`src/rtl/diff_pkg.sv`:
```
// Shared encodings and arithmetic for the multi-channel differentiator.
// Holds one-hot FSM states, order codes, channel-index width and the difference function.
// Pure declarations; no timing or handshake behaviour of its own.
package diff_pkg;

  // One-hot controller states
  localparam logic [2:0] IDLE = 3'b001;
  localparam logic [2:0] CALC = 3'b010;
  localparam logic [2:0] HOLD = 3'b100;

  // Difference order selected per sample
  localparam logic ORD1 = 1'b0;
  localparam logic ORD2 = 1'b1;

  // Channel index width: at least one bit even for a single channel
  function automatic int chan_w(input int n);
    return (n > 1) ? $clog2(n) : 1;
  endfunction

  // Difference on zero-extended operands; the low DW+2 bits are exact for DW-bit inputs
  function automatic logic signed [31:0] diff_calc(input logic signed [31:0] x,
                                                   input logic signed [31:0] h1,
                                                   input logic signed [31:0] h2,
                                                   input logic               ord);
    if (ord == ORD2) return x - (h1 <<< 1) + h2;
    else             return x - h1;
  endfunction

endpackage

```
`src/rtl/diff_mc_filter_if.sv`:
```
// Sample-in / result-out bundle of the differentiator, plus the history clear strobe.
// No latency; carries valid/ready on both sides.
// slave = filter view, master = producer/consumer view. out_sat exists only with DIFF_SAT_EN.
interface diff_mc_filter_if
  import diff_pkg::*;
#(
  parameter int DW  = 12,
  parameter int NCH = 4,
  parameter int OW  = DW + 2
);
  localparam int CW = chan_w(NCH);

  logic                 in_valid;
  logic                 in_ready;
  logic [DW-1:0]        in_data;
  logic [CW-1:0]        in_chan;
  logic                 in_order;
  logic                 clr_hist;
  logic                 out_valid;
  logic                 out_ready;
  logic signed [OW-1:0] out_data;
  logic [CW-1:0]        out_chan;
  logic                 out_primed;
`ifdef DIFF_SAT_EN
  logic                 out_sat;
`endif

  modport slave (
    input  in_valid, in_data, in_chan, in_order, clr_hist, out_ready,
    output in_ready, out_valid, out_data, out_chan, out_primed
`ifdef DIFF_SAT_EN
    , output out_sat
`endif
  );

  modport master (
    output in_valid, in_data, in_chan, in_order, clr_hist, out_ready,
    input  in_ready, out_valid, out_data, out_chan, out_primed
`ifdef DIFF_SAT_EN
    , input out_sat
`endif
  );

endinterface

```
`src/rtl/diff_hist_bank.sv`:
```
// Per-channel history store {h1, h2, cnt}: combinational read by channel, shift-in update.
// Read is zero-latency; update and clear take effect on the next edge.
// No backpressure; clear beats an update in the same cycle, out-of-range channels read as 0.
module diff_hist_bank #(
  parameter int DW  = 12,
  parameter int NCH = 4,
  parameter int CW  = 2
) (
  input  logic          clk,
  input  logic          rst,
  input  logic          clr_i,
  input  logic [CW-1:0] rd_chan_i,
  output logic [DW-1:0] rd_h1_o,
  output logic [DW-1:0] rd_h2_o,
  output logic [1:0]    rd_cnt_o,
  input  logic          wr_en_i,
  input  logic [CW-1:0] wr_chan_i,
  input  logic [DW-1:0] wr_x_i
);

  logic [DW-1:0] h1_q  [NCH];
  logic [DW-1:0] h2_q  [NCH];
  logic [1:0]    cnt_q [NCH];

  // History shift and saturating prime count for the addressed channel; global clear wins
  always_ff @(posedge clk or posedge rst) begin
    if (rst) begin
      for (int i = 0; i < NCH; i++) begin
        h1_q[i]  <= '0;
        h2_q[i]  <= '0;
        cnt_q[i] <= '0;
      end
    end else if (clr_i) begin
      for (int i = 0; i < NCH; i++) begin
        h1_q[i]  <= '0;
        h2_q[i]  <= '0;
        cnt_q[i] <= '0;
      end
    end else begin
      for (int i = 0; i < NCH; i++) begin
        if (wr_en_i && (wr_chan_i == CW'(i))) begin
          h2_q[i] <= h1_q[i];
          h1_q[i] <= wr_x_i;
          if (cnt_q[i] != 2'd2) cnt_q[i] <= cnt_q[i] + 2'd1;
        end
      end
    end
  end

  // Read mux; a channel index with no entry yields an empty history
  always_comb begin
    rd_h1_o  = '0;
    rd_h2_o  = '0;
    rd_cnt_o = '0;
    for (int i = 0; i < NCH; i++) begin
      if (rd_chan_i == CW'(i)) begin
        rd_h1_o  = h1_q[i];
        rd_h2_o  = h2_q[i];
        rd_cnt_o = cnt_q[i];
      end
    end
  end

endmodule

```
`src/rtl/diff_mc_filter.sv`:
```
// Time-multiplexed per-channel 1st/2nd-order differentiator (optional saturation: DIFF_SAT_EN).
// Latency: sample accepted at T -> out_valid at T+2; one sample per 3 cycles at best.
// Backpressure: result held in HOLD until out_ready; in_ready only in IDLE.
module diff_mc_filter
  import diff_pkg::*;
#(
  parameter int DW  = 12,
  parameter int NCH = 4,
  parameter int OW  = DW + 2
) (
  input  logic             clk,
  input  logic             rst,
  diff_mc_filter_if.slave  bus
);

  localparam int CW = chan_w(NCH);

`ifndef DIFF_SAT_EN
  // Without saturation the output must carry the full difference range
  if (OW != DW + 2) begin : g_ow_chk
    $error("diff_mc_filter: OW must equal DW+2 when DIFF_SAT_EN is not defined");
  end
`endif

  logic [2:0]           state_q, state_d;
  logic [DW-1:0]        x_q;
  logic [CW-1:0]        chan_q;
  logic                 ord_q;
  logic                 out_valid_q;
  logic signed [OW-1:0] out_data_q;
  logic [CW-1:0]        out_chan_q;
  logic                 out_primed_q;
  logic                 sat_q;

  logic [DW-1:0]        rd_h1, rd_h2;
  logic [1:0]           rd_cnt;
  logic                 chan_ok;
  logic                 accept;
  logic                 calc;
  logic signed [31:0]   diff32;
  logic signed [OW-1:0] res;
  logic                 res_sat;
  logic                 primed;
  logic                 unused_hi;

  assign accept = (state_q == IDLE) && bus.in_valid;
  assign calc   = (state_q == CALC);

  // Channels beyond NCH are echoed but never touch history
  if ((1 << CW) <= NCH) begin : g_chan_full
    assign chan_ok = 1'b1;
  end else begin : g_chan_part
    assign chan_ok = (32'(chan_q) < NCH);
  end

  diff_hist_bank #(.DW(DW), .NCH(NCH), .CW(CW)) u_hist (
    .clk       (clk),
    .rst       (rst),
    .clr_i     (bus.clr_hist),
    .rd_chan_i (chan_q),
    .rd_h1_o   (rd_h1),
    .rd_h2_o   (rd_h2),
    .rd_cnt_o  (rd_cnt),
    .wr_en_i   (calc && chan_ok),
    .wr_chan_i (chan_q),
    .wr_x_i    (x_q)
  );

  assign diff32 = diff_calc(32'(x_q), 32'(rd_h1), 32'(rd_h2), ord_q);

`ifdef DIFF_SAT_EN
  localparam logic signed [31:0] OMAX = (32'sd1 <<< (OW - 1)) - 32'sd1;
  localparam logic signed [31:0] OMIN = -(32'sd1 <<< (OW - 1));
  logic signed [31:0] clamped;

  // Clamp the full-precision difference into the signed OW range
  always_comb begin
    clamped = diff32;
    res_sat = 1'b0;
    if (diff32 > OMAX) begin
      clamped = OMAX;
      res_sat = 1'b1;
    end else if (diff32 < OMIN) begin
      clamped = OMIN;
      res_sat = 1'b1;
    end
  end
  assign res       = clamped[OW-1:0];
  assign unused_hi = ^clamped[31:OW];
`else
  assign res       = diff32[OW-1:0];
  assign res_sat   = 1'b0;
  assign unused_hi = ^diff32[31:OW];
`endif

  // Primed means the history already held enough samples for the selected order
  assign primed = (ord_q == ORD2) ? (rd_cnt >= 2'd2) : (rd_cnt >= 2'd1);

  // Next-state logic of the IDLE -> CALC -> HOLD loop
  always_comb begin
    state_d = state_q;
    case (state_q)
      IDLE:    if (bus.in_valid)  state_d = CALC;
      CALC:                       state_d = HOLD;
      HOLD:    if (bus.out_ready) state_d = IDLE;
      default:                    state_d = IDLE;
    endcase
  end

  // State register
  always_ff @(posedge clk or posedge rst) begin
    if (rst) state_q <= IDLE;
    else     state_q <= state_d;
  end

  // Capture the accepted sample for the CALC cycle
  always_ff @(posedge clk or posedge rst) begin
    if (rst) begin
      x_q    <= '0;
      chan_q <= '0;
      ord_q  <= ORD1;
    end else if (accept) begin
      x_q    <= bus.in_data;
      chan_q <= bus.in_chan;
      ord_q  <= bus.in_order;
    end
  end

  // Result register: loaded in CALC, held through HOLD until consumed
  always_ff @(posedge clk or posedge rst) begin
    if (rst) begin
      out_valid_q  <= 1'b0;
      out_data_q   <= '0;
      out_chan_q   <= '0;
      out_primed_q <= 1'b0;
      sat_q        <= 1'b0;
    end else if (calc) begin
      out_valid_q  <= 1'b1;
      out_data_q   <= chan_ok ? res : '0;
      out_chan_q   <= chan_q;
      out_primed_q <= chan_ok && primed;
      sat_q        <= chan_ok && res_sat;
    end else if ((state_q == HOLD) && bus.out_ready) begin
      out_valid_q  <= 1'b0;
    end
  end

  assign bus.in_ready   = (state_q == IDLE);
  assign bus.out_valid  = out_valid_q;
  assign bus.out_data   = out_data_q;
  assign bus.out_chan   = out_chan_q;
  assign bus.out_primed = out_primed_q;
`ifdef DIFF_SAT_EN
  assign bus.out_sat    = sat_q;
`endif

endmodule

```
`src/flat_wrapper.sv`:
```
// flat-port wrapper written by rule: the top's interface ports become plain ports
module diff_mc_filter_flat import diff_pkg::*;
#(
  parameter int DW  = 12,
  parameter int NCH = 4,
  parameter int OW  = DW + 2
)
  (clk, rst, bus_in_valid, bus_in_data, bus_in_chan, bus_in_order, bus_clr_hist, bus_out_ready, bus_in_ready, bus_out_valid, bus_out_data, bus_out_chan, bus_out_primed);
  diff_mc_filter_if #(.DW(DW), .NCH(NCH), .OW(OW)) bus_i ();
  input  logic clk;
  input  logic rst;
  input wire logic [$bits(bus_i.in_valid)-1:0] bus_in_valid;
  input wire logic [$bits(bus_i.in_data)-1:0] bus_in_data;
  input wire logic [$bits(bus_i.in_chan)-1:0] bus_in_chan;
  input wire logic [$bits(bus_i.in_order)-1:0] bus_in_order;
  input wire logic [$bits(bus_i.clr_hist)-1:0] bus_clr_hist;
  input wire logic [$bits(bus_i.out_ready)-1:0] bus_out_ready;
  output wire logic [$bits(bus_i.in_ready)-1:0] bus_in_ready;
  output wire logic [$bits(bus_i.out_valid)-1:0] bus_out_valid;
  output wire logic [$bits(bus_i.out_data)-1:0] bus_out_data;
  output wire logic [$bits(bus_i.out_chan)-1:0] bus_out_chan;
  output wire logic [$bits(bus_i.out_primed)-1:0] bus_out_primed;
  assign bus_i.in_valid = bus_in_valid;
  assign bus_i.in_data = bus_in_data;
  assign bus_i.in_chan = bus_in_chan;
  assign bus_i.in_order = bus_in_order;
  assign bus_i.clr_hist = bus_clr_hist;
  assign bus_i.out_ready = bus_out_ready;
  assign bus_in_ready = bus_i.in_ready;
  assign bus_out_valid = bus_i.out_valid;
  assign bus_out_data = bus_i.out_data;
  assign bus_out_chan = bus_i.out_chan;
  assign bus_out_primed = bus_i.out_primed;
  diff_mc_filter #(.DW(DW), .NCH(NCH), .OW(OW)) u_core (.clk(clk), .rst(rst), .bus(bus_i));
endmodule
```
`config.mk`:
```
export PLATFORM = sky130hd
export DESIGN_NAME = diff_mc_filter_flat
export DESIGN_NICKNAME = d
export VERILOG_FILES = /design/src/rtl/diff_pkg.sv /design/src/rtl/diff_mc_filter_if.sv /design/src/rtl/diff_hist_bank.sv /design/src/rtl/diff_mc_filter.sv /design/src/flat_wrapper.sv
export SDC_FILE = /design/constraint.sdc
export NUM_CORES = 1
export LEC_CHECK = 0
export BUFFER_PORTS_ARGS = -buffer_cell sky130_fd_sc_hd__buf_2
export CAP_MARGIN = 0
export CORE_AREA = 2 2 116 118
export DETAILED_ROUTE_END_ITERATION = 16
export DIE_AREA = 0 0 118 120
export PLACE_DENSITY = 0.82
export SLEW_MARGIN = 20
export SYNTH_ARGS = -nofsm -noshare
export SYNTH_HDL_FRONTEND = slang
export SYNTH_SLANG_ARGS = --single-unit
```
`constraint.sdc`:
```
create_clock -name clk -period 8.3 [get_ports clk]
set_input_delay 0.83 -clock clk [delete_from_list [all_inputs] [get_ports clk]]
set_output_delay 0.83 -clock clk [all_outputs]
set_load 0.03 [all_outputs]
```
; Word level (Yosys, flattened, before mapping)
; Index checks and enable logic that the tools add are counted.
[totals]
register_bits = 140
input_bits = 20
out_inout_bits = 19
word_cells = 100
[classes]
n_addsub = 7
order_cmp = 2
n_eq_ne = 12
muxes = 38
n_reduce_logical = 21
[ops]
columns = op, n
row1 = 12-bit two-way mux, 16
row2 = 48-bit two-way mux, 2
row3 = 2-bit two-way mux, 12
row4 = 2-bit nonzero test, 9
row5 = 14-bit by 13-bit adder with 14-bit output, 1
row6 = 14-bit two-way mux, 1
row7 = 12-bit by 13-bit subtractor with 14-bit output, 1
row8 = 12-bit by 12-bit subtractor with 13-bit output, 1
row9 = 2-bit inequality test (second input constant), 6
row10 = 2-bit AND reduction, 5
row11 = 3-bit case mux with 3 select lines, 1
row12 = 2-bit by 1-bit adder with 2-bit output (second input constant), 4
row13 = 8-bit two-way mux, 1
row14 = 1-bit logical AND, 6
row15 = 3-bit two-way mux, 2
row16 = 2-bit equality test (second input constant), 2
row17 = 3-bit by 1-bit equality test with 1-bit output (second input constant), 1
row18 = 3-bit by 2-bit equality test with 1-bit output (second input constant), 1
row19 = 3-bit equality test (second input constant), 1
row20 = 1-bit two-way mux, 3
row21 = 2-bit by 1-bit equality test with 1-bit output (second input constant), 1
row22 = 2-bit by 1-bit >= comparator with 1-bit output (second input constant), 1
row23 = 2-bit >= comparator (second input constant), 1
row24 = 2-bit logical NOT, 1

; Longest topological paths before layout
; Gate-level depths: netlist (run 1).
[logic_depth]
ltp_word = 8
depth_mapped = 15
ltp_nobuf = 12

; Modules after synthesis
; A second synthesis (run 1) with hierarchy kept.
[unflattened]
hier_cells = 756
hier_area_um2 = 8256.7
[by_module_without_submodules]
columns = mod, n_inst, cells_per_inst, area_each_um2, seq_area_each_um2
row1 = diff_hist_bank, 1, 410, 5350.1, 2602.5
row2 = diff_mc_filter, 1, 346, 2906.5, 902.1

; Worst setup path before layout (run 1)
; No wires, ideal clock.
[synth_timing]
kind = register -> register
from = register u_core.chan_q[1]
to = register u_core.out_data_q[10] (netlist: u_core.bus.out_data[10])
arrival_time_ps = 3486
required_ps = 8201
slack_ps = 4715
stages_incl_launch_ff = 15
cell_sequence = dfrtp_1 buf_2 buf_2 buf_2 mux4_2 inv_1 fa_1 ha_1 nand3_1 a21oi_1 nor4b_1 o31ai_1 a21oi_1 xor2_1 a311oi_1
[synth_via]
elab_chain_cells = 8
word_cells_on_any_way = 16
cone_classes = add/sub (3) / eq/ne (3) / mux (9) / reduce/logical (1)
[synth_rtl]
columns = item, line_no
row1 = from (decl), diff_mc_filter.sv:27  ; logic [CW-1:0] chan_q;
row2 = from (signal assigned), diff_mc_filter.sv:124  ; chan_q <= bus.in_chan;
row3 = 2-bit logical NOT, diff_hist_bank.sv:56  ; if (rd_chan_i == CW'(i)) begin
row4 = 12-bit two-way mux (4 in a row), diff_hist_bank.sv:56
row5 = 12-bit by 13-bit subtractor with 14-bit output, diff_pkg.sv:25  ; if (ord == ORD2) return x - (h1 <<< 1) + h2;
row6 = 14-bit by 13-bit adder with 14-bit output, diff_pkg.sv:25
row7 = 14-bit two-way mux (*), diff_pkg.sv:25
row8 = to (signal assigned), diff_mc_filter.sv:139  ; out_data_q <= chan_ok ? res : '0;
row9 = to (decl), diff_mc_filter.sv:30  ; logic signed [OW-1:0] out_data_q;
; Every way passes the cells marked *; elsewhere a longest branch is shown, timed or not.
; A chain may end at the register's enable or synchronous reset.

; Final worst setup path (run 1)
[layout_timing]
from = register u_core.chan_q[0]
to = register u_core.out_data_q[10] (netlist: u_core.bus.out_data[10])
; Same word-level chain as after synthesis.

==> impl_metrics.tcl, run 1 <==
set metrics [dict create \
    routed.top_layer "met4" \
    setup_violations 0 \
    ioPinCount 39 \
    startpoint_type "flop" \
    outcome "complete, no violations" \
    fmax_mhz 251 \
    fin_crit_ps 3980 \
    numCtsBuffers 17 \
    root_buffer "clkbuf_16" \
    synth_cell_type_count 47 \
    wl_met1_um 7410 \
    final_nets 882 \
    crit_start "u_core.chan_q[0]" \
    yosys_register_bits 140 \
    ff2ff_path_depth 12 \
    vias_per_cell 6.13 \
    synth_area_per_cell_sq_um 9.43 \
    timing.critical_path.buf_inv 2 \
    hold_path_class "in -> async" \
    cp.required_ps 8620 \
    ys_seq_area_frac 0.464 \
    synth-edff-count 0 \
    dieWidth_um 118 \
    timing.final.ws_setup_ps 4320 \
    place_ws_ps 4470 \
    critPathTopFamily "adder cells" \
    slew_headroom 0.268 \
    dieArea_sq_um 14200 \
    antenna_found_initial 0 \
    crit_end "u_core.bus.out_data[10]" \
    clk_latency_ps 430 \
    cts_num_sinks 140 \
    r2r_end "u_core.bus.out_data[10]" \
    grt_pass1_wl_um 31500 \
    ir_drop_mv 0.225 \
    clkTransAtPathRegs_ps 60 \
    synth_fp_nets 862 \
    postRouteAntennaNets 0 \
    drt-total-wl_um 19200 \
    rows 42 \
    drt_first_iter_violations 742 \
    fin_crit_sh 0.480 \
    slew_viol_final 0 \
    overflow 0 \
    area_delta_synth_final_pct 11.5 \
    synth_area_sq_um 7550 \
    htreeDepth 4 \
    worstPathArrival_ps 4300 \
    grt_setup_unrepaired "no" \
    wl_met3_um 1470 \
    timing.rr.start "u_core.chan_q[0]" \
    place.gp.congestion 0.906 \
    powerDensity_nw_per_um2 351 \
    grt_usage 0.289 \
    fin_skew_ps 8.23 \
    yosys_warnings 0 \
    cts_max_path_buffers 2 \
    maxCapViolCount 0 \
    cp_common_cell "a21oi_1" \
    cts-hold-fix-buffers 0 \
    finalHoldViolations 0 \
    yosys.area.top_type "dfrtp_1" \
    cpPeakStageDelay_ps 590 \
    finalSetupTns_ps 0 \
    grt_pass1_vias 6190 \
    crit_path_end_kind "flop" \
    dp_hpwl_um 11800 \
    leakagePower_nw 3.57 \
    start_util 0.582 \
    core-area_sq_um 13000 \
    critical_path_depth 12 \
    drcViolationCount 0 \
    r2r_slack_ps 4320 \
    cts_tree "done" \
    tightest_slew_ps 1100 \
    drive_gt1_frac 0.148 \
    synth-async-reset-ratio 1.00 \
    post-cts-setup-buffers 0 \
    synth_top_area_frac 0.461 \
    synth_ff_type "dfrtp_1" \
    wl_per_cell_um 19.1 \
    vias 6169 \
    antenna_cells 0 \
    die_y_um 120 \
    met2_length_um 9550 \
    drt-pass1-iter-count 7 \
    portBuffers 38 \
    crit_type "reg -> reg" \
    crit_slowest_cell "nor4b_1" \
    cp_cell_sequence "buf_4 > mux4_2 > inv_1 > fa_1 > ha_1 > nand3_1 > a21oi_1 > nor4b_1 > o31ai_1 > a21oi_1 > xor2_1 > a311oi_1" \
    ys_top_cells_by_area "dfrtp_1 (46%), nand2_1 (11%), a21oi_1 (8.4%)" \
    syn_inst 801 \
    cp_max_fo 35 \
    cts_resized 0 \
    grt_max_degree 105 \
]
## stage by stage
| stage | cells | utilization | total power [mW] | instance area [sq um] | hold WS, ps |
|---|---|---|---|---|---|
| after global routing | 1006 | 0.649 | 3.13 | 8420 | 501 |
| final | 1006 | 0.649 | 2.96 | 8420 | 458 |
| after CTS | 1006 | 0.648 | 2.94 | 8420 | 469 |
| after floorplan | 801 | - | 1.86 | 7550 | 497 |
| after detailed placement | 978 | 0.604 | 2.17 | 7840 | 465 |
| after global placement | 978 | 0.604 | 2.13 | 7840 | 455 |
## sequential cells by signal, summed over array words and instances, names as in the netlist, 2 cells and up
| name | flops |
|---|---|
| u_core.u_hist.h1_q | 48 |
| u_core.u_hist.cnt_q | 8 |
| u_core.chan_q | 2 |
| u_core.bus.out_data | 14 |
| u_core.x_q | 12 |
| u_core.bus.out_chan | 2 |
| u_core.state_q | 3 |
| u_core.u_hist.h2_q | 48 |
## Yosys cell counts (4+ instances only)
| master | instances |
|---|---|
| and3_1 | 5 |
| dfrtp_1 | 139 |
| nand2b_1 | 5 |
| clkbuf_1 | 25 |
| a211oi_1 | 4 |
| o21ai_0 | 22 |
| mux2_2 | 9 |
| nand2_1 | 227 |
| nand3_1 | 9 |
| inv_1 | 40 |
| a21oi_1 | 126 |
| mux4_2 | 25 |
| ha_1 | 29 |
| a31oi_1 | 4 |
| nor2_1 | 32 |
| xor2_1 | 5 |
| a21o_1 | 4 |
| xnor2_1 | 16 |
| nor3_1 | 4 |
| buf_2 | 22 |
| fa_1 | 12 |
## report_power, final
part	total, mW	leakage (nW)	switching (mW)	internal, mW
registers	0.921	1.89	0.140	0.781
logic	1.28	1.40	0.776	0.505
clock network	0.754	0.279	0.275	0.479
## placed cells by master, fill, tap and decap left out, types with 3 or more instances in the layout
master       n
nand2_1    227
dfrtp_1    138
a21oi_1    126
inv_1       39
buf_2       38
nor2_1      32
ha_1        29
mux4_2      25
o21ai_0     22
clkbuf_16   17
xnor2_1     16
fa_1        12
mux2_2       9
nand3_1      9
buf_4        9
nand2b_1     5
xor2_1       5
nor3_1       4
and3_1       4
a21o_1       4
a31oi_1      4
a211oi_1     4
bufinv_16    3
clkinv_2     3
## routing by layer
layer  global-route usage  vias to the layer above
met5                    0                        -
met4                0.148                        0
met3               0.0680                       67
met1                0.355                     3046
li1                     -                     2743
met2                0.479                      313
## worst register-to-register path, delay by kind of cell (launching register included)
family	cells	cell delay, ps
fa+ha+maj	2	860
xor+xnor	1	90
simple gates	2	700
buf+inv	2	610
compound gates	4	670
mux	1	610
flops	1	340
## cell type report
type	instances	area [sq um]
clock buffer	20	457
tap	176	220
fill	966	4560
sequential	140	3510
multi-input combinational	574	3690
inverter	40	155
clock inverter	8	120
timing repair buffer	48	269
## how the worst min path moves through the flow
stage	from	to	depth (start not counted)	slack [ps]
5_1_grt	rst	u_core.u_hist.h2_q[15]	2	500
3_3_place_gp	u_core.bus.out_chan[1]	u_core.bus.out_chan[1]	2	450
6_report	rst	u_core.u_hist.h2_q[15]	2	460
4_1_cts	rst	u_core.u_hist.h2_q[15]	2	470
3_5_place_dp	u_core.bus.out_primed	u_core.bus.out_primed	2	470
2_1_floorplan	u_core.u_hist.h2_q[12]	u_core.u_hist.h2_q[12]	2	500
## logic make-up (layout without fill, tap and decap cells)
family,after synthesis,in the layout,synth area share
simple gates,297,297,0.164
compound gates,179,179,0.130
flops,140,140,0.464
buf+inv,87,116,0.0469
fa+ha+maj,41,41,0.0799
mux,36,36,0.0906
xor+xnor,21,21,0.0244
Note: power is estimated with default switching activity, not from simulation.
==> run 2: changes to the inputs <==
--- a/config.mk
+++ b/config.mk
@@ -7,10 +7,10 @@
 export LEC_CHECK = 0
 export BUFFER_PORTS_ARGS = -buffer_cell sky130_fd_sc_hd__buf_2
 export CAP_MARGIN = 0
-export CORE_AREA = 2 2 116 118
+export CORE_AREA = 2 2 120 122
 export DETAILED_ROUTE_END_ITERATION = 16
-export DIE_AREA = 0 0 118 120
-export PLACE_DENSITY = 0.82
+export DIE_AREA = 0 0 122 124
+export PLACE_DENSITY = 0.8
 export SLEW_MARGIN = 20
 export SYNTH_ARGS = -nofsm -noshare
 export SYNTH_HDL_FRONTEND = slang
==> constraint.sdc (replaced) <==
create_clock -name clk -period 3.4 [get_ports clk]
set_input_delay 0.34 -clock clk [delete_from_list [all_inputs] [get_ports clk]]
set_output_delay 0.34 -clock clk [all_outputs]
set_load 0.03 [all_outputs]
==> run 2 against run 1 <==
Net effect: utilization fell by 0.22 points; fmax rose by 19%; final area rose by 5.3%; die area rose by 6.8%; highest routed layer unchanged.
==> impl_metrics.tcl, run 2 (synthesis results as in run 1) <==
set metrics [dict create \
    outcome "complete, no violations" \
    start_util 0.550 \
    dieWidth_um 122 \
    fmax_mhz 298 \
    area_delta_synth_final_pct 17.5 \
    r2r_end "u_core.bus.out_data[10]" \
    timing.final.ws_setup_ps 44.3 \
    tightest_slew_ps 915 \
    critical_path_depth 13 \
    fin_skew_ps 9.93 \
    placed_cell_area_sq_um 8030 \
    ir_drop_mv 0.545 \
    finalHoldViolations 0 \
    ff2ff_path_depth 13 \
    dp_hpwl_um 12400 \
    timing.rr.start "u_core.chan_q[0]" \
    drt-pass1-iter-count 7 \
    r2r_slack_ps 40 \
    crit_end "u_core.bus.out_data[10]" \
    leakagePower_nw 3.77 \
    final_nets 911 \
    core-area_sq_um 13700 \
    grt_pass1_vias 6068 \
    grt_pass1_wl_um 30900 \
    cp.required_ps 3710 \
    busiest_layer "met2" \
    dieArea_sq_um 15100 \
    ioPinCount 39 \
    crit_path_end_kind "flop" \
    slew_viol_final 0 \
    maxCapViolCount 0 \
    cts_tree "done" \
    worstPathArrival_ps 3670 \
    drive_gt1_frac 0.200 \
    mostFrequentLayoutCells "nand2_1 (227), dfrtp_1 (138), a21oi_1 (123)" \
    antenna_found_initial 0 \
    htreeDepth 4 \
    gr-usage-met3 0.0591 \
    setup_violations 0 \
    crit_slowest_cell "dfrtp_4" \
    hp-start "bus_in_data[0]" \
    critPathTopFamily "adder cells" \
    holdWs_ps 110 \
    final_area_sq_um 8870 \
    hold_path_class "in -> reg" \
    drcViolationCount 0 \
    gr-usage-met1 0.350 \
    cts_num_sinks 140 \
    cpPeakStageDelay_ps 490 \
    place_ws_ps -110 \
    power.total_mw 8.11 \
    vias_per_cell 6.02 \
    slew_headroom 0.390 \
    crit_start "u_core.chan_q[0]" \
    vias 6274 \
    crit_type "reg -> reg" \
    drt_first_iter_violations 882 \
    clkTransAtPathRegs_ps 60 \
    cts-hold-fix-buffers 0 \
    grt_setup_unrepaired "yes" \
    wl_per_cell_um 18.9 \
    place.gp.congestion 0.911 \
    postRouteAntennaNets 0 \
    cp_max_fo 5 \
    grt_max_degree 72 \
    final_common_cell "nand2_1" \
    grt_usage 0.269 \
    fillers 1003 \
    powerDensity_nw_per_um2 914 \
    drt-total-wl_um 19700 \
    rows 43 \
    overflow 0 \
    fin_crit_sh 0.987 \
    numCtsBuffers 17 \
    portBuffers 38 \
    cp_cell_sequence "buf_12 > buf_4 > mux4_2 > inv_2 > fa_1 > ha_4 > nand3_1 > nand2_1 > nor4b_4 > o31ai_1 > a21oi_1 > xor2_1 > a311oi_1" \
    cts_max_path_buffers 2 \
    fin_crit_ps 3360 \
    antenna_cells 0 \
    die_y_um 124 \
    startpoint_type "flop" \
    grt.met2_usage 0.429 \
    clk_latency_ps 430 \
    timing.critical_path.buf_inv 3 \
    root_buffer "clkbuf_16" \
]
run 2: cell types whose count changed in the layout (fill, tap and decap cells not counted), sizes merged:
cell / previous run / this run
buf: 48 / 76
clkinv: 3 / 5
bufinv: 3 / 4
clkbuf: 20 / 21
clkinvlp: 2 / 3
inv: 40 / 39
run 2: tightest hold or removal path, delay by kind of cell:
| family | cells | cell delay [ps] |
|---|---|---|
| compound gates | 1 | 50 |
| buf+inv | 1 | 70 |
| simple gates | 1 | 30 |
run 2: worst min-delay path by stage:
| stage | to | slack, ps | cells after the start |
|---|---|---|---|
| after global routing | u_core.x_q[0] | 120 | 3 |
| after global placement | u_core.bus.out_data[4] | 460 | 2 |
| after floorplan | u_core.ord_q | 460 | 2 |
| final | u_core.x_q[0] | 110 | 3 |
| after detailed placement | u_core.bus.out_primed | 470 | 2 |
| after CTS | u_core.x_q[0] | 100 | 3 |
run 2: per-layer routing:
metal	share of wire	vias to the layer above	wire, um
met5	0	-	0
met4	0.040	0	787
met3	0.076	58	1500
met2	0.48	306	9380
met1	0.41	3113	8030
li1	-	2797	-
run 2: where the power goes:
group | internal, mW | switching [mW] | total [mW]
Sequential | 1.91 | 0.364 | 2.27
Combinational | 1.73 | 2.13 | 3.87
Clock | 1.26 | 0.708 | 1.97
Total | 4.90 | 3.21 | 8.11
run 2: timing repair:
action | 4_1_cts | 5_1_grt
setup buffers | 4 | 4
pin swaps | 1 | 11
gates resized for setup | 3 | 21
setup endpoints to repair | 4 | 6
run 2: metrics by stage:
step / std cells / setup TNS (ps) / utilization
2_1_floorplan: 801 / 0 / -
3_3_place_gp: 1003 / 0 / 0.585
3_5_place_dp: 1003 / -110 / 0.585
4_1_cts: 1038 / 0 / 0.636
5_1_grt: 1042 / -165 / 0.647
6_report: 1042 / 0 / 0.647
run 2: final cells by class:
class | instances | area (sq um) | share of cell area
inverter | 40 | 154 | 0.0173
multi-input combinational | 574 | 3820 | 0.431
tap | 180 | 225 | 0.0254
clock buffer | 20 | 457 | 0.0515
sequential | 140 | 3510 | 0.395
clock inverter | 11 | 168 | 0.0189
timing repair buffer | 77 | 537 | 0.0605
